## src/rtl/vending_machine_param.sv

```systemverilog
// Parametrised coin-operated vending controller: credit accumulation, vend,
// greedy 10/5 rs change or refund streaming, coin rejection and stock tracking.
module vending_machine_param #(
    parameter int PRICE      = 4,
    parameter int MAX_CREDIT = 8,
    parameter int CREDIT_W   = 4,
    parameter int STOCK_INIT = 8,
    parameter int STOCK_W    = 4
) (
    input  logic                clk,
    input  logic                reset,
    input  logic [1:0]          in,
    input  logic                cancel,
    input  logic                restock,
    output logic                bottle,
    output logic [1:0]          change,
    output logic                coin_reject,
    output logic [CREDIT_W-1:0] credit,
    output logic                sold_out
);

    typedef enum logic [1:0] {
        COLLECT = 2'd0,
        VEND    = 2'd1,
        CHANGE  = 2'd2
    } state_t;

    localparam logic [1:0]          CHG_NONE = 2'b00;
    localparam logic [1:0]          CHG_5    = 2'b01;
    localparam logic [1:0]          CHG_10   = 2'b10;
    localparam logic [CREDIT_W:0]   PRICE_X  = (CREDIT_W+1)'(PRICE);
    localparam logic [CREDIT_W:0]   MAX_X    = (CREDIT_W+1)'(MAX_CREDIT);
    localparam logic [STOCK_W-1:0]  STOCK_LD = STOCK_W'(STOCK_INIT);

    state_t                state_q, state_d;
    logic [CREDIT_W-1:0]   credit_q, credit_d;
    logic [CREDIT_W-1:0]   remaining_q, remaining_d;
    logic [STOCK_W-1:0]    stock_q, stock_d;
    logic                  bottle_q, bottle_d;
    logic [1:0]            change_q, change_d;
    logic                  coin_reject_q, coin_reject_d;
    logic                  sold_out_q, sold_out_d;

    logic                  coin_present;
    logic [CREDIT_W:0]     coin_val;
    logic [CREDIT_W:0]     sum;

    function automatic logic [1:0] pick_coin(input logic [CREDIT_W-1:0] amt);
        return (amt >= CREDIT_W'(2)) ? CHG_10 : CHG_5;
    endfunction

    function automatic logic [CREDIT_W-1:0] after_coin(input logic [CREDIT_W-1:0] amt);
        return (amt >= CREDIT_W'(2)) ? amt - CREDIT_W'(2) : amt - CREDIT_W'(1);
    endfunction

    always_comb begin
        coin_present = (in != 2'b00);
        case (in)
            2'b01:   coin_val = (CREDIT_W+1)'(1);
            2'b10:   coin_val = (CREDIT_W+1)'(2);
            2'b11:   coin_val = (CREDIT_W+1)'(4);
            default: coin_val = '0;
        endcase
        sum = {1'b0, credit_q} + coin_val;
    end

    // The first change coin is issued on the same edge that enters CHANGE, so
    // CHANGE holds exactly while a coin is on the change output.
    always_comb begin
        state_d       = state_q;
        credit_d      = credit_q;
        remaining_d   = remaining_q;
        stock_d       = stock_q;
        bottle_d      = 1'b0;
        change_d      = CHG_NONE;
        coin_reject_d = 1'b0;

        case (state_q)
            COLLECT: begin
                if (cancel) begin
                    coin_reject_d = coin_present;
                    if (credit_q != '0) begin
                        change_d    = pick_coin(credit_q);
                        remaining_d = after_coin(credit_q);
                        credit_d    = '0;
                        state_d     = CHANGE;
                    end
                end else if (coin_present) begin
                    if (sold_out_q || (sum > MAX_X)) begin
                        coin_reject_d = 1'b1;
                    end else if (sum >= PRICE_X) begin
                        remaining_d = CREDIT_W'(sum - PRICE_X);
                        credit_d    = '0;
                        bottle_d    = 1'b1;
                        state_d     = VEND;
                    end else begin
                        credit_d = sum[CREDIT_W-1:0];
                    end
                end
            end
            VEND: begin
                coin_reject_d = coin_present;
                stock_d       = stock_q - STOCK_W'(1);
                if (remaining_q != '0) begin
                    change_d    = pick_coin(remaining_q);
                    remaining_d = after_coin(remaining_q);
                    state_d     = CHANGE;
                end else begin
                    state_d = COLLECT;
                end
            end
            CHANGE: begin
                coin_reject_d = coin_present;
                if (remaining_q != '0) begin
                    change_d    = pick_coin(remaining_q);
                    remaining_d = after_coin(remaining_q);
                end else begin
                    state_d = COLLECT;
                end
            end
            default: state_d = COLLECT;
        endcase

        if (restock) begin
            stock_d = STOCK_LD;
        end
        sold_out_d = (stock_d == '0);
    end

    always_ff @(posedge clk) begin
        if (!reset) begin
            state_q       <= COLLECT;
            credit_q      <= '0;
            remaining_q   <= '0;
            stock_q       <= STOCK_LD;
            bottle_q      <= 1'b0;
            change_q      <= CHG_NONE;
            coin_reject_q <= 1'b0;
            sold_out_q    <= 1'b0;
        end else begin
            state_q       <= state_d;
            credit_q      <= credit_d;
            remaining_q   <= remaining_d;
            stock_q       <= stock_d;
            bottle_q      <= bottle_d;
            change_q      <= change_d;
            coin_reject_q <= coin_reject_d;
            sold_out_q    <= sold_out_d;
        end
    end

    assign bottle      = bottle_q;
    assign change      = change_q;
    assign coin_reject = coin_reject_q;
    assign credit      = credit_q;
    assign sold_out    = sold_out_q;

endmodule

```

## config.mk

```make
export PLATFORM = sky130hd
export DESIGN_NAME = vending_machine_param
export DESIGN_NICKNAME = d
export VERILOG_FILES = /design/src/rtl/vending_machine_param.sv
export SDC_FILE = /design/constraint.sdc
export NUM_CORES = 1
export LEC_CHECK = 0
export BUFFER_PORTS_ARGS = -buffer_cell sky130_fd_sc_hd__buf_2
export CORE_MARGIN = 2
export CORE_UTILIZATION = 50
export DETAILED_ROUTE_END_ITERATION = 10
export GPL_TIMING_DRIVEN = 0
export PLACE_DENSITY_LB_ADDON = 0.08
export SYNTH_ARGS = -nofsm -noshare
export SYNTH_HDL_FRONTEND = slang
export SYNTH_SLANG_ARGS = --single-unit
```

## constraint.sdc

```tcl
create_clock -name clk -period 3.5 [get_ports clk]
set_input_delay 0.35 -clock clk [delete_from_list [all_inputs] [get_ports clk]]
set_output_delay 0.35 -clock clk [all_outputs]
set_load 0.01 [all_outputs]
```

==> impl_metrics.json, run 1 <==
{
  "synthTopCellsByArea": "dfxtp_1 (26%), ha_1 (17%), inv_1 (5.3%)",
  "crit_path_max_fanout": 7,
  "dieArea_um2": 3400,
  "min_period_ns": 3.28,
  "path_clk_slew_ns": 0.11,
  "max-cap-violations": 0,
  "yosysTopAreaCell": "dfxtp_1",
  "hold_viol": 0,
  "syn_to_final_growth_pct": 10.2,
  "setup_tns_ns": 0,
  "fin_crit_sh": 0.936,
  "async_flop_share": 0,
  "drcViolationCount": 0,
  "via_per_inst": 5.54,
  "io_buffer_count": 14,
  "cts.htree.levels": 1,
  "ys_types": 42,
  "globalRoute.totalOverflow": 0,
  "drive_gt1_frac": 0.148,
  "synthMostInstantiatedCell": "inv_1",
  "p_leak_nw": 0.754,
  "crit_required_ns": 3.73,
  "use_met1": 0.273,
  "clock_latency_ns": 0.29,
  "cpMostUsedCell": "ha_1",
  "ant_nets": 0,
  "diodes": 0,
  "antenna_found_initial": 0,
  "powerDensity_nw_per_um2": 507,
  "die_y_um": 58.3,
  "worst_pin_slew_ns": 0.577,
  "path_delay_family": "compound AO/OA/AOI/OAI gates",
  "synth_commonest_cells": "inv_1 (21), ha_1 (20), dfxtp_1 (19)",
  "fmaxAchievable_ghz": 0.305,
  "avgSynthCellArea_um2": 8.29,
  "grt_use_total": 0.210,
  "first_global_vias": 1215,
  "place_area_um2": 1580,
  "cts_max_path_buffers": 2,
  "crit_chain": "ha_1 > a21oi_1 > and2_1 > xnor2_1 > inv_1 > ha_1 > and3b_1 > a211oi_1 > a2111oi_4 > a31oi_2 > nand3b_4 > mux2i_1",
  "use_met2": 0.358,
  "gp_congestion": 0.845,
  "syn_inst": 178,
  "cpPeakStageDelay_ns": 0.52,
  "cts_made_buffers": 3,
  "synthesis.area_um2": 1480,
  "dr.pass1.iters": 6,
  "synth_top_area_frac": 0.258,
  "wl_per_cell_um": 13.7,
  "grt_max_degree": 12,
  "clock_sinks": 19,
  "slew_violations": 0,
  "rows": 19,
  "cts_tree": "built",
  "setup_viol": 0,
  "synth_seq_cells": 19,
  "post-dp-hpwl_mm": 2.56,
  "drt-initial-drc-count": 50,
  "coreArea_um2": 2780,
  "finClkSkew_ns": 0.00109,
  "ir_drop_v": 0.000394,
  "yosysWarnings": 0,
  "ys.flop_type": "dfxtp_1",
  "slowest_stage": "dfxtp_1",
  "top_usage_layer": "met2",
  "path_buf_inv": 1,
  "grt_first_pass_wirelength_mm": 5.54,
  "io_pins": 15,
  "synth_nets": 205,
  "stdcell_area_um2": 1630,
  "relSlewSlack": 0.612,
  "hp-class": "input pin to flop",
  "synth_seq_area_share": 0.258,
  "crit_arrival_ns": 3.51,
  "initial_utilization": 0.530,
  "nNetsFinal": 224,
  "via_count": 1258,
  "rsz0062_at_grt": "yes",
  "status": "finished clean",
  "root_buffer": "clkbuf_4",
  "synth_enable_flop_cells": 0,
  "criticalPathCategory": "flop to flop",
  "use_met3": 0.0308,
  "worstSetupStartpointType": "flop",
  "end_kind": "flop",
  "die_w_um": 58.3,
  "wirelength_mm": 3.12
}
per-layer routing:
metal | share of wire | routed length (um) | up-vias
li1 | - | - | 656
met1 | 0.48 | 1510 | 576
met2 | 0.48 | 1500 | 22
met3 | 0.027 | 85 | 4
met4 | 0.0087 | 27 | 0
met5 | 0 | 0 | -
power by group:
part | switching [mW] | total [mW] | internal, mW | leakage, nW
logic | 0.246 | 0.417 | 0.171 | 0.581
clock network | 0.0671 | 0.110 | 0.0426 | 0.0177
registers | 0.0404 | 0.297 | 0.257 | 0.155
total | 0.353 | 0.824 | 0.470 | 0.754
cells in the final DEF, fill, tap and decap left out, types with 2 or more instances in the layout:
| cell type | n |
|---|---|
| nor4b_1 | 2 |
| ha_1 | 20 |
| a21oi_1 | 9 |
| o22ai_1 | 2 |
| nand2b_1 | 5 |
| clkbuf_1 | 4 |
| and3_2 | 2 |
| and2_1 | 2 |
| o21ai_0 | 6 |
| xnor2_1 | 4 |
| mux2i_1 | 5 |
| nand3_1 | 4 |
| a31oi_1 | 2 |
| a311oi_1 | 2 |
| o21a_1 | 2 |
| nor2_1 | 15 |
| dfxtp_1 | 19 |
| a211oi_1 | 2 |
| clkbuf_4 | 3 |
| o211ai_1 | 3 |
| or4_1 | 2 |
| nor3_1 | 4 |
| buf_2 | 14 |
| nand2_1 | 17 |
| o311a_1 | 2 |
| inv_1 | 21 |
| nor2b_1 | 3 |
worst min-delay path: stages:
cell     delay (ns)
buf_2          0.12
inv_1          0.10
a21oi_1        0.05
kinds of logic after synthesis:
kind of cell | synth area share
fa+ha+maj | 0.183
simple gates | 0.245
mux | 0.0339
xor+xnor | 0.0356
buf+inv | 0.0687
compound gates | 0.176
flops | 0.258
registers in the layout, summed over array words and instances (netlist names):
| register | flops |
|---|---|
| bottle | 1 |
| change | 2 |
| coin_reject | 1 |
| credit | 4 |
| remaining_q | 4 |
| sold_out | 1 |
| state_q | 2 |
| stock_q | 4 |
per-stage QoR:
step	worst slack, ns	power (mW)	util	hold WS, ns	std cells
after global placement	0.210	0.696	0.570	0.477	223
after CTS	0.121	0.825	0.579	0.356	227
after global routing	-0.00748	0.907	0.584	0.374	227
after floorplan	0.596	0.616	-	0.468	178
after detailed placement	0.0604	0.713	0.570	0.496	223
final	0.224	0.824	0.584	0.366	227
what timing repair did:
item,in CTS,in global routing
hold buffers,0,0
setup buffers,0,0
setup endpoints to repair,0,5
resized for setup,0,2
cell type report:
type	count	area, um^2
flip-flops and latches	19	380
clock buffers	3	22.5
clock inverters	1	5.00
repair buffers	14	70.1
fillers	267	1160
plain buffers	5	22.5
well taps	31	38.8
multi-input cells	133	1010
inverters	21	78.8
final timing paths:
kind	start	end	slack (ns)	cells past startpoint
hold / removal	reset	credit[1]	0.37	3
setup / recovery	credit[2]	remaining_q[1]	0.22	12
hold reg to reg	stock_q[1]	stock_q[1]	0.51	2
setup reg to reg	credit[2]	remaining_q[1]	0.22	12
(Power assumes the default switching activity.)
==> run 2: changes to the inputs <==
--- a/config.mk
+++ b/config.mk
@@ -5,6 +5,7 @@
 export SDC_FILE = /design/constraint.sdc
 export NUM_CORES = 1
 export LEC_CHECK = 0
+export ABC_AREA = 1
 export BUFFER_PORTS_ARGS = -buffer_cell sky130_fd_sc_hd__buf_2
 export CORE_MARGIN = 2
 export CORE_UTILIZATION = 50
==> constraint.sdc (replaced) <==
create_clock -name clk -period 3.1 [get_ports clk]
set_input_delay 0.31 -clock clk [delete_from_list [all_inputs] [get_ports clk]]
set_output_delay 0.31 -clock clk [all_outputs]
set_load 0.01 [all_outputs]
==> run 2 against run 1 <==
Net effect: sequential share of layout area fell by 1.4 points; clock power up 13%; synthesized area up 7.0%; die area is 6.5% higher; sequential cell count unchanged; critical path depth up 5; cell count grew 33%; register-to-register slack gained 0.35 ns; critical endpoint is now remaining_q[2]; highest routed layer unchanged.
==> impl_metrics.json, run 2 <==
{
  "synthTopCellsByArea": "dfxtp_1 (24%), ha_1 (16%), nand2_1 (11%)",
  "use_met1": 0.253,
  "yosysWarnings": 0,
  "die_w_um": 60.2,
  "synth_seq_area_share": 0.241,
  "worstSetupStartpointType": "flop",
  "synth_commonest_cells": "nand2_1 (48), inv_1 (41), nor2_1 (30)",
  "gp_congestion": 0.883,
  "slew_violations": 0,
  "coreArea_um2": 3030,
  "dieArea_um2": 3620,
  "regArea_um2": 380,
  "syn_to_final_growth_pct": 9.60,
  "crit_path_max_fanout": 10,
  "ctsResizeCount": 0,
  "io_pins": 15,
  "via_count": 1473,
  "synthMostInstantiatedCell": "nand2_1",
  "post_cts_buffers": 0,
  "rows": 20,
  "rsz0062_at_grt": "no",
  "ant_nets": 0,
  "path_buf_inv": 4,
  "finClkSkew_ns": 0.0139,
  "nFillCells": 308,
  "hp-class": "input pin to flop",
  "crit_arrival_ns": 2.73,
  "fin_crit_sh": 0.814,
  "stdcell_area_um2": 1730,
  "cts_tree": "built",
  "cpPeakStageDelay_ns": 0.46,
  "avgSynthCellArea_um2": 6.57,
  "hold_viol": 0,
  "cts_made_buffers": 3,
  "synth_nets": 267,
  "mostFrequentLayoutCell": "nand2_1",
  "ir_drop_v": 0.000510,
  "clock_sinks": 19,
  "p_leak_nw": 0.916,
  "drive_gt1_frac": 0.151,
  "synth_enable_flop_cells": 0,
  "drcViolationCount": 0,
  "criticalPathCategory": "flop to flop",
  "status": "finished clean",
  "slowest_stage": "dfxtp_1",
  "setup_viol": 0,
  "cts-hold-fix-buffers": 0,
  "syn_inst": 240,
  "dr.pass1.iters": 4,
  "grt_use_total": 0.191,
  "cts.htree.levels": 1,
  "ys_types": 24,
  "wirelength_mm": 3.12,
  "top_usage_layer": "met2",
  "mostFrequentLayoutCells": "nand2_1 (48), inv_1 (41), nor2_1 (30)",
  "end_kind": "flop",
  "path_clk_slew_ns": 0.11,
  "max-cap-violations": 0,
  "wl_per_cell_um": 10.3,
  "synth_seq_cells": 19,
  "antenna_found_initial": 0,
  "die_y_um": 60.2,
  "cpMostUsedCell": "nand2_2",
  "use_met2": 0.318,
  "setup_tns_ns": 0,
  "worst_pin_slew_ns": 0.383,
  "clock_latency_ns": 0.30,
  "use_met3": 0.0195,
  "post-dp-hpwl_mm": 2.51,
  "path_delay_family": "adder cells",
  "r2r_slack_ns": 0.58,
  "fmaxAchievable_ghz": 0.396,
  "cts_max_path_buffers": 2,
  "powerDensity_nw_per_um2": 826,
  "initial_utilization": 0.521,
  "synth_top_area_frac": 0.241,
  "io_buffer_count": 14,
  "first_global_vias": 1273,
  "async_flop_share": 0,
  "globalRoute.totalOverflow": 0,
  "yosysTopAreaCell": "dfxtp_1",
  "place_area_um2": 1700,
  "relSlewSlack": 0.744,
  "drt-initial-drc-count": 59,
  "synthesis.area_um2": 1580,
  "multiInputGateArea_um2": 1010,
  "min_period_ns": 2.52,
  "root_buffer": "clkbuf_4",
  "crit_required_ns": 3.31,
  "grt_max_degree": 11,
  "grt_first_pass_wirelength_mm": 5.26,
  "nNetsFinal": 286,
  "ys.flop_type": "dfxtp_1",
  "via_per_inst": 4.88,
  "diodes": 0,
  "crit_chain": "ha_1 > inv_1 > fa_1 > inv_1 > nand2_1 > nand2_2 > inv_1 > ha_1 > nand3_1 > nand2_2 > nor2_2 > nand2_2 > nand2_2 > o21ai_2 > buf_6 > a21oi_1 > nor2_1"
}
==> run 2: worst paths after layout <==
path | start | end | depth (start not counted)
setup / recovery | credit[0] | remaining_q[2] | 17
hold / removal | reset | stock_q[3] | 2
setup reg to reg | credit[0] | remaining_q[2] | 17
hold reg to reg | stock_q[3] | stock_q[3] | 2
==> run 2: logic make-up after synthesis <==
kind of cell | count (synthesis) | share of synthesized area
multiplexers | 1 | 0.00634
AND/OR/NAND/NOR | 120 | 0.335
buffers and inverters | 46 | 0.121
AO/OA/AOI/OAI | 33 | 0.125
adder cells (fa/ha/maj) | 21 | 0.171
flip-flops | 19 | 0.241
==> run 2: through the flow <==
step                      power [mW]  hold slack (ns)  setup WS [ns]  cells   util
after global placement          1.30            0.489          0.500    298  0.562
after detailed placement        1.30            0.487          0.480    298  0.562
final                           1.43            0.276          0.576    302  0.571
after CTS                       1.44            0.266          0.547    302  0.571
after global routing            1.61            0.270          0.397    302  0.571
after floorplan                 1.11            0.427          0.792    240      -
==> run 2: metal layers <==
metal  wire length, um  share of wire  vias to the layer above
li1                  -              -                      802
met2              1440           0.46                       14
met1              1580           0.50                      653
met5                 0              0                        -
met3                70          0.022                        4
met4                34          0.011                        0
==> run 2: worst register-to-register path, delay by kind of cell, from the launching register on <==
kind / cells / cell delay, ns
buffers and inverters: 4 / 0.35
flip-flops: 1 / 0.46
adder cells (fa/ha/maj): 3 / 0.79
AND/OR/NAND/NOR: 8 / 0.65
AO/OA/AOI/OAI: 2 / 0.19
==> run 2: layout make-up <==
type / instances / share of cell area
inverters: 41 / 0.0890
well taps: 44 / 0.0318
flip-flops and latches: 19 / 0.220
plain buffers: 5 / 0.0210
clock buffers: 4 / 0.0152
repair buffers: 14 / 0.0405
multi-input cells: 175 / 0.582
==> run 2: report_power, final <==
part,internal (mW),switching (mW)
Clock,0.0500,0.0739
Sequential,0.313,0.0549
Combinational,0.354,0.583
==> run 3: changes to the inputs <==
==> constraint.sdc (replaced) <==
create_clock -name clk -period 2.2 [get_ports clk]
set_input_delay 0.22 -clock clk [delete_from_list [all_inputs] [get_ports clk]]
set_output_delay 0.22 -clock clk [all_outputs]
set_load 0.01 [all_outputs]
==> run 3 against run 2 <==
Net effect: the flow now finishes with violations (negative setup slack); clock power rose by 54%; sequential share of layout area fell by 2.0 points; cell count is 1.7% higher; clock skew is 0.0094 ns lower; global-route usage rose by 1.5 points.
==> impl_metrics.json, run 3 (same netlist as run 2, synthesis figures left out) <==
{
  "antenna_found_initial": 0,
  "dieArea_um2": 3620,
  "wirelength_mm": 3.69,
  "cpPeakStageDelay_ns": 0.38,
  "wl_per_cell_um": 12.0,
  "intPower_mw": 1.11,
  "reg2reg_depth": 15,
  "nFillCells": 276,
  "rr_startpoint": "credit[0]",
  "switchingPower_mw": 1.18,
  "use_met1": 0.285,
  "sw_frac_of_total": 0.515,
  "p_seq_frac": 0.230,
  "fin_cells": 307,
  "r2r_slack_ns": -0.009,
  "mostFrequentLayoutCells": "nand2_1 (44), inv_1 (37), nor2_1 (29)",
  "cts_max_path_buffers": 2,
  "drive_gt1_frac": 0.289,
  "clock_sinks": 19,
  "io_buffer_count": 14,
  "path_clk_slew_ns": 0.12,
  "dr.pass1.iters": 4,
  "hp-class": "input pin to flop",
  "fmaxAchievable_ghz": 0.453,
  "crit_path_max_fanout": 6,
  "setup_viol": 2,
  "slowest_stage": "dfxtp_4",
  "cts_tree": "built",
  "fin_crit_sh": 1.00,
  "use_met3": 0.0195,
  "finClkSkew_ns": 0.00455,
  "setup_tns_ns": -0.0104,
  "initial_utilization": 0.521,
  "cts.htree.levels": 1,
  "holdPathEnd": "stock_q[3]",
  "worstSetupStartpointType": "flop",
  "status": "finished, violations left",
  "crit_chain": "ha_4 > inv_2 > fa_2 > nand2_2 > nand2_4 > buf_4 > buf_4 > nand2_4 > nor2_4 > nand2_2 > nand2_4 > o21ai_4 > nand3_1 > nand2_1 > nor2_1",
  "post-dp-hpwl_mm": 2.50,
  "hold_viol": 0,
  "rows": 20,
  "die_y_um": 60.2,
  "nNetsFinal": 291,
  "relSlewSlack": 0.665,
  "violations": "negative setup slack",
  "powerDensity_nw_per_um2": 1170,
  "reg2reg_to": "remaining_q[0]",
  "slew_violations": 0,
  "gp_congestion": 0.819,
  "p_leak_nw": 0.960,
  "holdPathStages": 2,
  "cts_made_buffers": 3,
  "top_usage_layer": "met2",
  "use_met2": 0.325,
  "max-cap-violations": 0,
  "criticalPathCategory": "flop to flop",
  "via_per_inst": 4.96,
  "rsz0062_at_grt": "yes",
  "first_global_vias": 1260,
  "grt_max_degree": 12,
  "mostFrequentLayoutCell": "nand2_1",
  "io_pins": 15,
  "clock_latency_ns": 0.31,
  "drt-initial-drc-count": 96,
  "startpoint": "credit[0]",
  "syn_to_final_growth_pct": 24.4,
  "globalRoute.totalOverflow": 0,
  "coreArea_um2": 3030,
  "dp.cells": 298,
  "die_w_um": 60.2,
  "end_kind": "flop",
  "worst_pin_slew_ns": 0.502,
  "min_period_ns": 2.21,
  "crit_arrival_ns": 2.43,
  "power_frac_comb": 0.687,
  "diodes": 0,
  "ir_drop_v": 0.000823,
  "hp-start": "reset",
  "ant_nets": 0,
  "crit_required_ns": 2.42,
  "grt_use_total": 0.206,
  "grt_first_pass_wirelength_mm": 5.55,
  "fin_ws_ns": -0.00880,
  "via_count": 1522,
  "cpMostUsedCell": "nand2_4",
  "clkPwrFrac": 0.083,
  "root_buffer": "clkbuf_4",
  "drcViolationCount": 0
}
run 3: power by group through the flow:
stage / Combinational, mW / Clock [mW] / Sequential [mW]
3_5_place_dp: 1.31 / 0 / 0.535
5_1_grt: 1.78 / 0.213 / 0.542
3_3_place_gp: 1.32 / 0 / 0.532
6_report: 1.58 / 0.191 / 0.528
4_1_cts: 1.37 / 0.202 / 0.523
2_1_floorplan: 1.04 / 0 / 0.540
run 3: how the worst max path moves through the flow:
stage,endpoint,slack [ns],cells past startpoint
floorplan,remaining_q[1],0.005,19
global placement,state_q[1],-0.27,20
detailed placement,remaining_q[2],-0.30,20
CTS,remaining_q[2],0.02,16
global route,remaining_q[0],-0.12,17
finish,remaining_q[0],-0.009,15
run 3: per-stage QoR:
step                      cell area (um^2)   util  hold WS [ns]  setup WS (ns)  total power [mW]
after floorplan                       1600      -         0.337        0.00527              1.58
after global placement                1720  0.568         0.485         -0.270              1.85
after detailed placement              1720  0.568         0.487         -0.304              1.85
after CTS                             1790  0.592         0.143         0.0154              2.09
after global routing                  1960  0.648         0.164         -0.123              2.53
final                                 1960  0.648         0.154       -0.00880              2.30
run 3: cell type report:
type | count | area, um^2 | area share
inverters | 41 | 156 | 0.0797
clock buffers | 3 | 22.5 | 0.0115
well taps | 44 | 55.1 | 0.0280
repair buffers | 19 | 108 | 0.0548
plain buffers | 4 | 25.0 | 0.0127
multi-input cells | 176 | 1200 | 0.611
clock inverters | 1 | 5.00 | 0.00255
flip-flops and latches | 19 | 392 | 0.199
run 3: metal layers:
metal	vias to the layer above	share of wire	wire, um
met5	-	0	0
met4	0	0.017	64
met3	4	0.032	117
met2	29	0.47	1750
met1	679	0.48	1760
li1	810	-	-
run 3: timing repair:
action	in CTS	in global routing
cloned	1	0
hold buffers	0	0
setup endpoints to repair	6	10
gates resized for setup	6	35
buffers inserted	3	2
pin swaps	2	20
run 3: critical path: cells and delay by family, from the launching register on:
family,cells,cell delay (ns)
and+or+nand+nor,9,0.65
AOI/OAI and AO/OA,1,0.25
adders and majority gates,2,0.51
DFF,1,0.38
buffers and inverters,3,0.32
